### src/rtl/uart_pkg.sv
// rtl/uart_pkg.sv - shared UART frame constants and FSM state encodings
package uart_pkg;

    localparam int   DATA_BITS = 8;
    localparam logic LINE_IDLE = 1'b1;

    // IDLE..STOP encodings are common with the transmitter FSM
    typedef enum logic [2:0] {
        IDLE      = 3'd0,
        START     = 3'd1,
        DATA      = 3'd2,
        PARITY    = 3'd3,
        STOP      = 3'd4,
        WAIT_HIGH = 3'd5
    } uart_state_t;

endpackage

### src/rtl/uart_bit_timer.sv
// rtl/uart_bit_timer.sv - bit-period counter with mid-bit and end-of-period ticks
module uart_bit_timer #(
    parameter int CLKS_PER_BIT = 1
) (
    input  logic clk,
    input  logic rst,
    input  logic clear,
    output logic mid_tick,
    output logic sample_tick
);

    localparam logic [7:0] LAST = 8'(CLKS_PER_BIT - 1);
    localparam logic [7:0] MID  = 8'((CLKS_PER_BIT - 1) / 2);

    logic [7:0] count;

    always_ff @(posedge clk) begin
        if (rst || clear) begin
            count <= '0;
        end else if (count == LAST) begin
            count <= '0;
        end else begin
            count <= count + 8'd1;
        end
    end

    assign mid_tick    = (count == MID);
    assign sample_tick = (count == LAST);

endmodule

### src/rtl/uart_receiver.sv
// rtl/uart_receiver.sv - 8E1 UART receiver, MSB first, with parity and framing checks
module uart_receiver #(
    parameter int CLKS_PER_BIT = 1
) (
    input  logic       clk,
    input  logic       rst,
    input  logic       data_in,
    output logic [7:0] data_out,
    output logic       rx_busy,
    output logic       rx_done,
    output logic       parity_err,
    output logic       frame_err
);
    import uart_pkg::*;

    localparam logic [3:0] LAST_BIT = 4'(DATA_BITS - 1);

    logic        sync_meta, sync_line, line_d;
    uart_state_t state, state_next;
    logic [3:0]  bit_cnt;
    logic [7:0]  shift;
    logic        parity_bad;
    logic        timer_clear, mid_tick, sample_tick, bit_sample;

    // line_d lags the detector by one cycle so the start-bit sample stays
    // inside the start bit even when a bit lasts a single clock
    always_ff @(posedge clk) begin
        if (rst) begin
            sync_meta <= LINE_IDLE;
            sync_line <= LINE_IDLE;
            line_d    <= LINE_IDLE;
        end else begin
            sync_meta <= data_in;
            sync_line <= sync_meta;
            line_d    <= sync_line;
        end
    end

    uart_bit_timer #(.CLKS_PER_BIT(CLKS_PER_BIT)) u_bit_timer (
        .clk         (clk),
        .rst         (rst),
        .clear       (timer_clear),
        .mid_tick    (mid_tick),
        .sample_tick (sample_tick)
    );

    always_ff @(posedge clk) begin
        if (rst) begin
            state <= IDLE;
        end else begin
            state <= state_next;
        end
    end

    always_comb begin
        state_next  = state;
        timer_clear = 1'b0;
        bit_sample  = 1'b0;
        case (state)
            IDLE: begin
                timer_clear = 1'b1;
                if (!sync_line) state_next = START;
            end
            START: begin
                if (mid_tick) begin
                    timer_clear = 1'b1;
                    bit_sample  = 1'b1;
                    state_next  = line_d ? IDLE : DATA;
                end
            end
            DATA: begin
                if (sample_tick) begin
                    bit_sample = 1'b1;
                    if (bit_cnt == LAST_BIT) state_next = PARITY;
                end
            end
            PARITY: begin
                if (sample_tick) begin
                    bit_sample = 1'b1;
                    state_next = STOP;
                end
            end
            STOP: begin
                // a start edge already on the line is taken directly so zero-gap frames survive
                if (sample_tick) begin
                    bit_sample  = 1'b1;
                    timer_clear = 1'b1;
                    if (!line_d)         state_next = WAIT_HIGH;
                    else if (!sync_line) state_next = START;
                    else                 state_next = IDLE;
                end
            end
            WAIT_HIGH: begin
                timer_clear = 1'b1;
                if (sync_line) state_next = IDLE;
            end
            default: state_next = IDLE;
        endcase
    end

    always_ff @(posedge clk) begin
        if (rst) begin
            bit_cnt    <= '0;
            shift      <= '0;
            parity_bad <= 1'b0;
            data_out   <= '0;
            parity_err <= 1'b0;
            frame_err  <= 1'b0;
            rx_done    <= 1'b0;
        end else begin
            rx_done <= 1'b0;
            if (bit_sample) begin
                case (state)
                    DATA: begin
                        shift   <= {shift[6:0], line_d};
                        bit_cnt <= (bit_cnt == LAST_BIT) ? 4'd0 : bit_cnt + 4'd1;
                    end
                    PARITY: parity_bad <= line_d ^ (^shift);
                    STOP: begin
                        data_out   <= shift;
                        parity_err <= parity_bad;
                        frame_err  <= ~line_d;
                        rx_done    <= 1'b1;
                    end
                    default: ;
                endcase
            end
        end
    end

    assign rx_busy = (state != IDLE);

endmodule

### config.mk
export PLATFORM = sky130hd
export DESIGN_NAME = uart_receiver
export DESIGN_NICKNAME = d
export VERILOG_FILES = /design/src/rtl/uart_pkg.sv /design/src/rtl/uart_bit_timer.sv /design/src/rtl/uart_receiver.sv
export SDC_FILE = /design/constraint.sdc
export NUM_CORES = 1
export LEC_CHECK = 0
export BUFFER_PORTS_ARGS = -buffer_cell sky130_fd_sc_hd__clkbuf_2
export CORE_MARGIN = 4
export CORE_UTILIZATION = 50
export DETAILED_ROUTE_END_ITERATION = 7
export PLACE_DENSITY = 0.69
export SYNTH_ARGS = -nofsm -noshare
export SYNTH_HDL_FRONTEND = slang
export SYNTH_SLANG_ARGS = --single-unit
### constraint.sdc
create_clock -name clk -period 3.2 [get_ports clk]
set_input_delay 0.16 -clock clk [delete_from_list [all_inputs] [get_ports clk]]
set_output_delay 0.16 -clock clk [all_outputs]
set_load 0.02 [all_outputs]
# After elaboration in Yosys (flattened, before gate mapping)

Cells that the tools add are included.

Register bits after elaboration: 38
Bits of input ports: 3
Word-level logic and storage cells: 60

$add $sub $neg: 2
Eq/ne operators: 13
Mux-type cells: 16
Bitwise gates (word level): 3
Reductions and logical operators: 14

Operators with widths:

| cell                                                            | count |
|---|---|
| 3-bit two-way mux                                               | 8 |
| 3-bit case mux with 6 select lines                              | 1 |
| 2-bit inequality test, second input constant                    | 7 |
| 8-bit by 1-bit adder with 8-bit output, second input constant   | 1 |
| 8-bit logical NOT                                               | 1 |
| 2-bit OR reduction                                              | 4 |
| 8-bit parity                                                    | 1 |
| 7-bit AND reduction                                             | 1 |
| 3-bit by 2-bit == test with 1-bit output, second input constant | 2 |
| 3-bit == test, second input constant                            | 2 |
| 2-bit AND reduction                                             | 3 |
| 4-bit by 1-bit adder with 4-bit output, second input constant   | 1 |
| 4-bit by 3-bit == test with 1-bit output, second input constant | 1 |
| 1-bit two-way mux                                               | 4 |
| 4-bit two-way mux                                               | 1 |
| 4-bit OR reduction                                              | 1 |
| 3-bit by 1-bit == test with 1-bit output, second input constant | 1 |
| 3-bit logical NOT                                               | 1 |
| 3-bit nonzero test                                              | 1 |
| 2-bit two-way mux                                               | 1 |
| 1-bit inverter                                                  | 2 |
| 1-bit case mux with 2 select lines                              | 1 |
| 1-bit logical OR                                                | 1 |
| 1-bit bitwise XOR                                               | 1 |

# Depth between registers and ports, before layout

Word-level depth: 5
Depth in mapped cells: 8
Gate-level depth less buffers: 6

# Hierarchy

From an unflattened synthesis, not the netlist that was laid out.

Cells, all modules: 195
Area total of the unflattened synthesis: 1652.8 µm²

Modules (own cells, without submodules):

| module         | times used | cells an instance | area each (µm²) | seq. area each (µm²) |
|---|---|---|---|---|
| uart_receiver  | 1          | 152               | 1265.0          | 600.6 |
| uart_bit_timer | 1          | 43                | 387.9           | 160.2 |

# Least setup slack after synthesis

OpenSTA, ideal clock, no wires.

Kind: register to register
Start point: register u_bit_timer.count[0]
End point: register parity_bad
Arrival: 2.165 ns
Required time: 3.105 ns
Setup slack: 0.940 ns
Cell stages (with the launch flop): 8
Cells stage by stage: dfxtp_1 inv_1 ha_1 or4b_1 buf_2 or4_1 or4b_1 o311ai_1

Cells in the longest elaborated chain, start to end: 4

RTL lines:

| what                            | line                                       | source |
|---|---|---|
| start, declared                 | uart_bit_timer.sv:15                       | `logic [7:0] count;` |
| start signal, assigned          | uart_bit_timer.sv:23                       | `count <= count + 8'd1;` |
| 8-bit logical NOT               | uart_bit_timer.sv:27, uart_bit_timer.sv:28 |  |
| 1-bit two-way mux (2 in series) | --                                         |  |
| 2-bit AND reduction (no line)   | --                                         |  |
| end signal, assigned            | uart_receiver.sv:118                       | `PARITY: parity_bad <= line_d ^ (^shift);` |
| end, declared                   | uart_receiver.sv:22                        | `logic parity_bad;` |

Every way passes these cells.
A chain may end at the register's enable or synchronous reset.

# Final worst setup path

Start point: register u_bit_timer.count[0]
End point: register bit_cnt[3]

Cells in the longest elaborated chain, start to end: 4

RTL lines:

| what                            | line                                       | source |
|---|---|---|
| 8-bit logical NOT               | uart_bit_timer.sv:27, uart_bit_timer.sv:28 |  |
| 1-bit two-way mux (2 in series) | --                                         |  |
| 2-bit AND reduction (no line)   | --                                         |  |
| end signal, assigned            | uart_receiver.sv:116                       | `bit_cnt <= (bit_cnt == LAST_BIT) ? 4'd0 : bit_cnt + 4'd1;` |
| end, declared                   | uart_receiver.sv:20                        | `logic [3:0] bit_cnt;` |

Every way passes these cells.

==> summary.md <==
| Metric | Value |
|---|---|
| Final GP Congestion | 0.852 |
| Post-Synthesis Cells | 182 |
| Switching Fraction | 23.4% |
| Max Cap Viol | 0 |
| Critical Path RT | around 3.5 ns |
| Root Buffer | clkbuf_4 |
| Final TNS setup | 0 ns |
| Post_cts resized | 0 |
| Synth area leaders | dfxtp_1, mux2i_1, a21oi_1, nand2_1, nor2_1 |
| Rows | 20 |
| Top layer in use | met4 |
| CP Launch Type | register |
| Post-CTS Repair Setup Buffers | 0 |
| Grt ovf | 0 |
| Int Pwr | roughly 0.60 mW |
| GRT Overall Usage | 16.3% |
| Routed met3 length | around 120 µm |
| Initial antenna violation count | 0 |
| Ports | 15 |
| CP Launch Point | u_bit_timer.count[0]$_SDFF_PP0_ |
| Syn_area_per_cell | 8.99 µm² |
| Metal-1 WL | 1.56 mm |
| CP arrival | 2.81 ns |
| TritonCTS clock tree | done |
| Chip width | 65.2 µm |
| Min-delay src | rst |
| Min-delay worst type | in -> reg |
| Final wirelength | 3.14 mm |
| Largest net degree at the start of global routing | 32 |
| Outcome | finished, final reports clean |
| Setup violations, final | 0 |
| Post-DRT Antenna Nets | 0 |
| Clock Tree Buf Depth | 2 |
| Die Height | 65.2 µm |
| H-tree Lvls | 2 |
| RSZ-0062 raised after global routing | no |
| Drt first-iter violations | 77 |
| Ys Warns | 0 |
| Worst skew pair latency | 0.34 ns |
| N_diodes | 0 |
| Final Hold Viols | 0 |
| Main synth FF type | dfxtp_1 |
| Fmax | 394 MHz |
| PwrDens | 428 nW/µm² |
| Post-synthesis cell type count | 34 |
| Nets | 203 |
| Vias in the first global route | between 1,000 and 1,500 |
| Clock sink count | 38 |
| Hold_buf cts | 1 |
| Max Clock Skew | 0.0113 ns |
| Number of buffers added on ports | 14 |
| Post-synth ARST share | 0% |
| Mapped cell area | 1640 µm² |
| Min Tclk post-route | approximately 2.5 ns |
| Crit Reg-Reg Startpoint | u_bit_timer.count[0]$_SDFF_PP0_ |
| Combinational share of power | about 4% |
| WL/cell | about 13 µm |
| Tcrit/Tclk final | 79.3% |
| Remaining DRCs | 0 |
| Placed inst area | 1740 µm² |
| DR vias/cell | 5.23 |
| DR vias | 1,265 |
| Slew Limit Fails | 0 |
| Post-synth EDFFs | 0 |
| Final instance area | 1810 µm² |
| Cts bufs inserted | 5 |
| Synth top area share | 46.5% |
| Cell taking the most area after synthesis | dfxtp_1 |
| Core footprint | 3100 µm² |
| First-pass GRT wire length | 5.38 mm |
| Maximum VDD drop | roughly 0.00034 V |
| Fill cells | 312 |
| Slew headroom | 42.6% |
| Detailed Routing Iterations Pass 1 | 4 |
| Syn-to-layout area delta | 10.9% |
| Met2 routed WL | roughly 1.4 mm |
| DP HPWL | 2.21 mm |
| PnR Total Power | 0.776 mW |
| Crit. End Element | register |
| Yosys reg bits | 38 |
| P_leak | between 0.6 and 0.7 nW |
| Clock share of power | 33.4% |
| Pin slew with the least headroom to its limit | between 0.8 and 0.9 ns |
| Die Footprint | 4250 µm² |
| Clock slew at reported path FFs | about 0.12 ns |
| Fin cells | 242 |
| Crit-path max FO | 15 |
| Initial Utilization | a little over half |
| Type of the worst setup path | reg -> reg |
| Post-synthesis net count | between 150 and 200 |
| WHS | 0.378 ns |
| Share of cells above drive strength 1 | between 15 and 20% |
| Sequential area share after synthesis | 46.5% |
| Net Sw Power | 0.181 mW |
| Placed Cells | roughly 230 |
| Seq pwr share | 62.6% |
-- path summary, 6_finish.rpt --
check	to	slack (ns)	cells after the start
worst max-delay path	bit_cnt[3]$_SDFFE_PP0P_	0.66	6
worst min-delay path	data_out[4]$_SDFFE_PP0P_	0.38	2
worst max register to register	bit_cnt[3]$_SDFFE_PP0P_	0.66	6
worst min register to register	sync_line$_SDFF_PP1_	0.43	1
-- power groups by stage --
stage                     Combinational (mW)  Clock, mW  Sequential, mW
after floorplan                       0.0282          0           0.490
after global placement                0.0291          0           0.496
after detailed placement              0.0302          0           0.496
after CTS                             0.0314      0.268           0.486
after global routing                  0.0347      0.291           0.487
final                                 0.0313      0.259           0.486
-- critical path: stages, from the launching register on --
cell and delay [ns]:
dfxtp_1 0.37, inv_1 0.08, ha_1 0.16, or4b_1 0.59, or4_4 0.63, or4_1 0.50
a21oi_1 0.15
-- stage by stage --
stage          setup slack (ns)  utilization [%]
2_1_floorplan             0.940                -
3_3_place_gp              0.781             56.0
3_5_place_dp              0.701             56.0
4_1_cts                   0.663             58.4
5_1_grt                   0.561             58.4
6_report                  0.661             58.4
-- state kept, by name, indices dropped and copies added (netlist names), 3 cells and up --
name / flops
shift: 8
state: 3
data_out: 8
u_bit_timer.count: 8
bit_cnt: 4
-- cell usage after synthesis (2+ instances only) --
cell / instances
a21oi_1: 16
and3_1: 2
buf_2: 2
clkbuf_1: 6
dfxtp_1: 38
ha_1: 3
inv_1: 6
mux2i_1: 10
nand2_1: 20
nand2b_1: 3
nand3_1: 9
nor2_1: 20
nor3_1: 4
nor4_2: 2
o21ai_0: 4
or2_2: 3
or3_1: 4
or4_1: 3
or4b_1: 2
xnor2_1: 6
xor2_1: 6
-- metal layers --
metal | vias to the layer above | global-route usage [%]
met5 | - | 0
met4 | 0 | 4.15
met3 | 4 | 5.47
met2 | 18 | 26.3
met1 | 590 | 20.8
li1 | 653 | -
-- cells by family (layout without fill, tap and decap cells) --
kind of cell / count (synthesis) / in the layout / synth area share (%)
adders and majority gates: 3 / 3 / 2.30
buffers and inverters: 15 / 31 / 3.60
and+or+nand+nor: 77 / 77 / 24.4
muxes: 10 / 10 / 6.12
DFF: 38 / 38 / 46.5
AOI/OAI and AO/OA: 26 / 26 / 9.26
xor gates and xnor gates: 13 / 13 / 7.80
-- area by class of cell --
type                    instances  area [µm²]  share of cell area [%]
inverters                       6        22.5                    1.24
clock buffers                   6        51.3                    2.83
repair buffers                 17        95.1                    5.24
well taps                      44        55.1                    3.04
multi-input cells             129         816                    45.0
clock inverters                 2        12.5                   0.690
flip-flops and latches         38         761                    42.0
-- layout by cell type (no fill, tap or decap), types with 2 or more instances in the layout --
cell and n:
nand2b_1 3, dfxtp_1 38, or4_1 3, o21ai_0 4, and3_1 2, a21oi_1 16, nor4_2 2, or4b_1 2
inv_1 6, buf_4 2, nor2_1 20, xnor2_1 6, or2_2 3, xor2_1 6, ha_1 3, nor3_1 4
clkbuf_4 5, or3_1 4, clkbuf_2 14, nand3_1 9, mux2i_1 10, nand2_1 20
No activity file was read; power rests on OpenSTA's default activity.
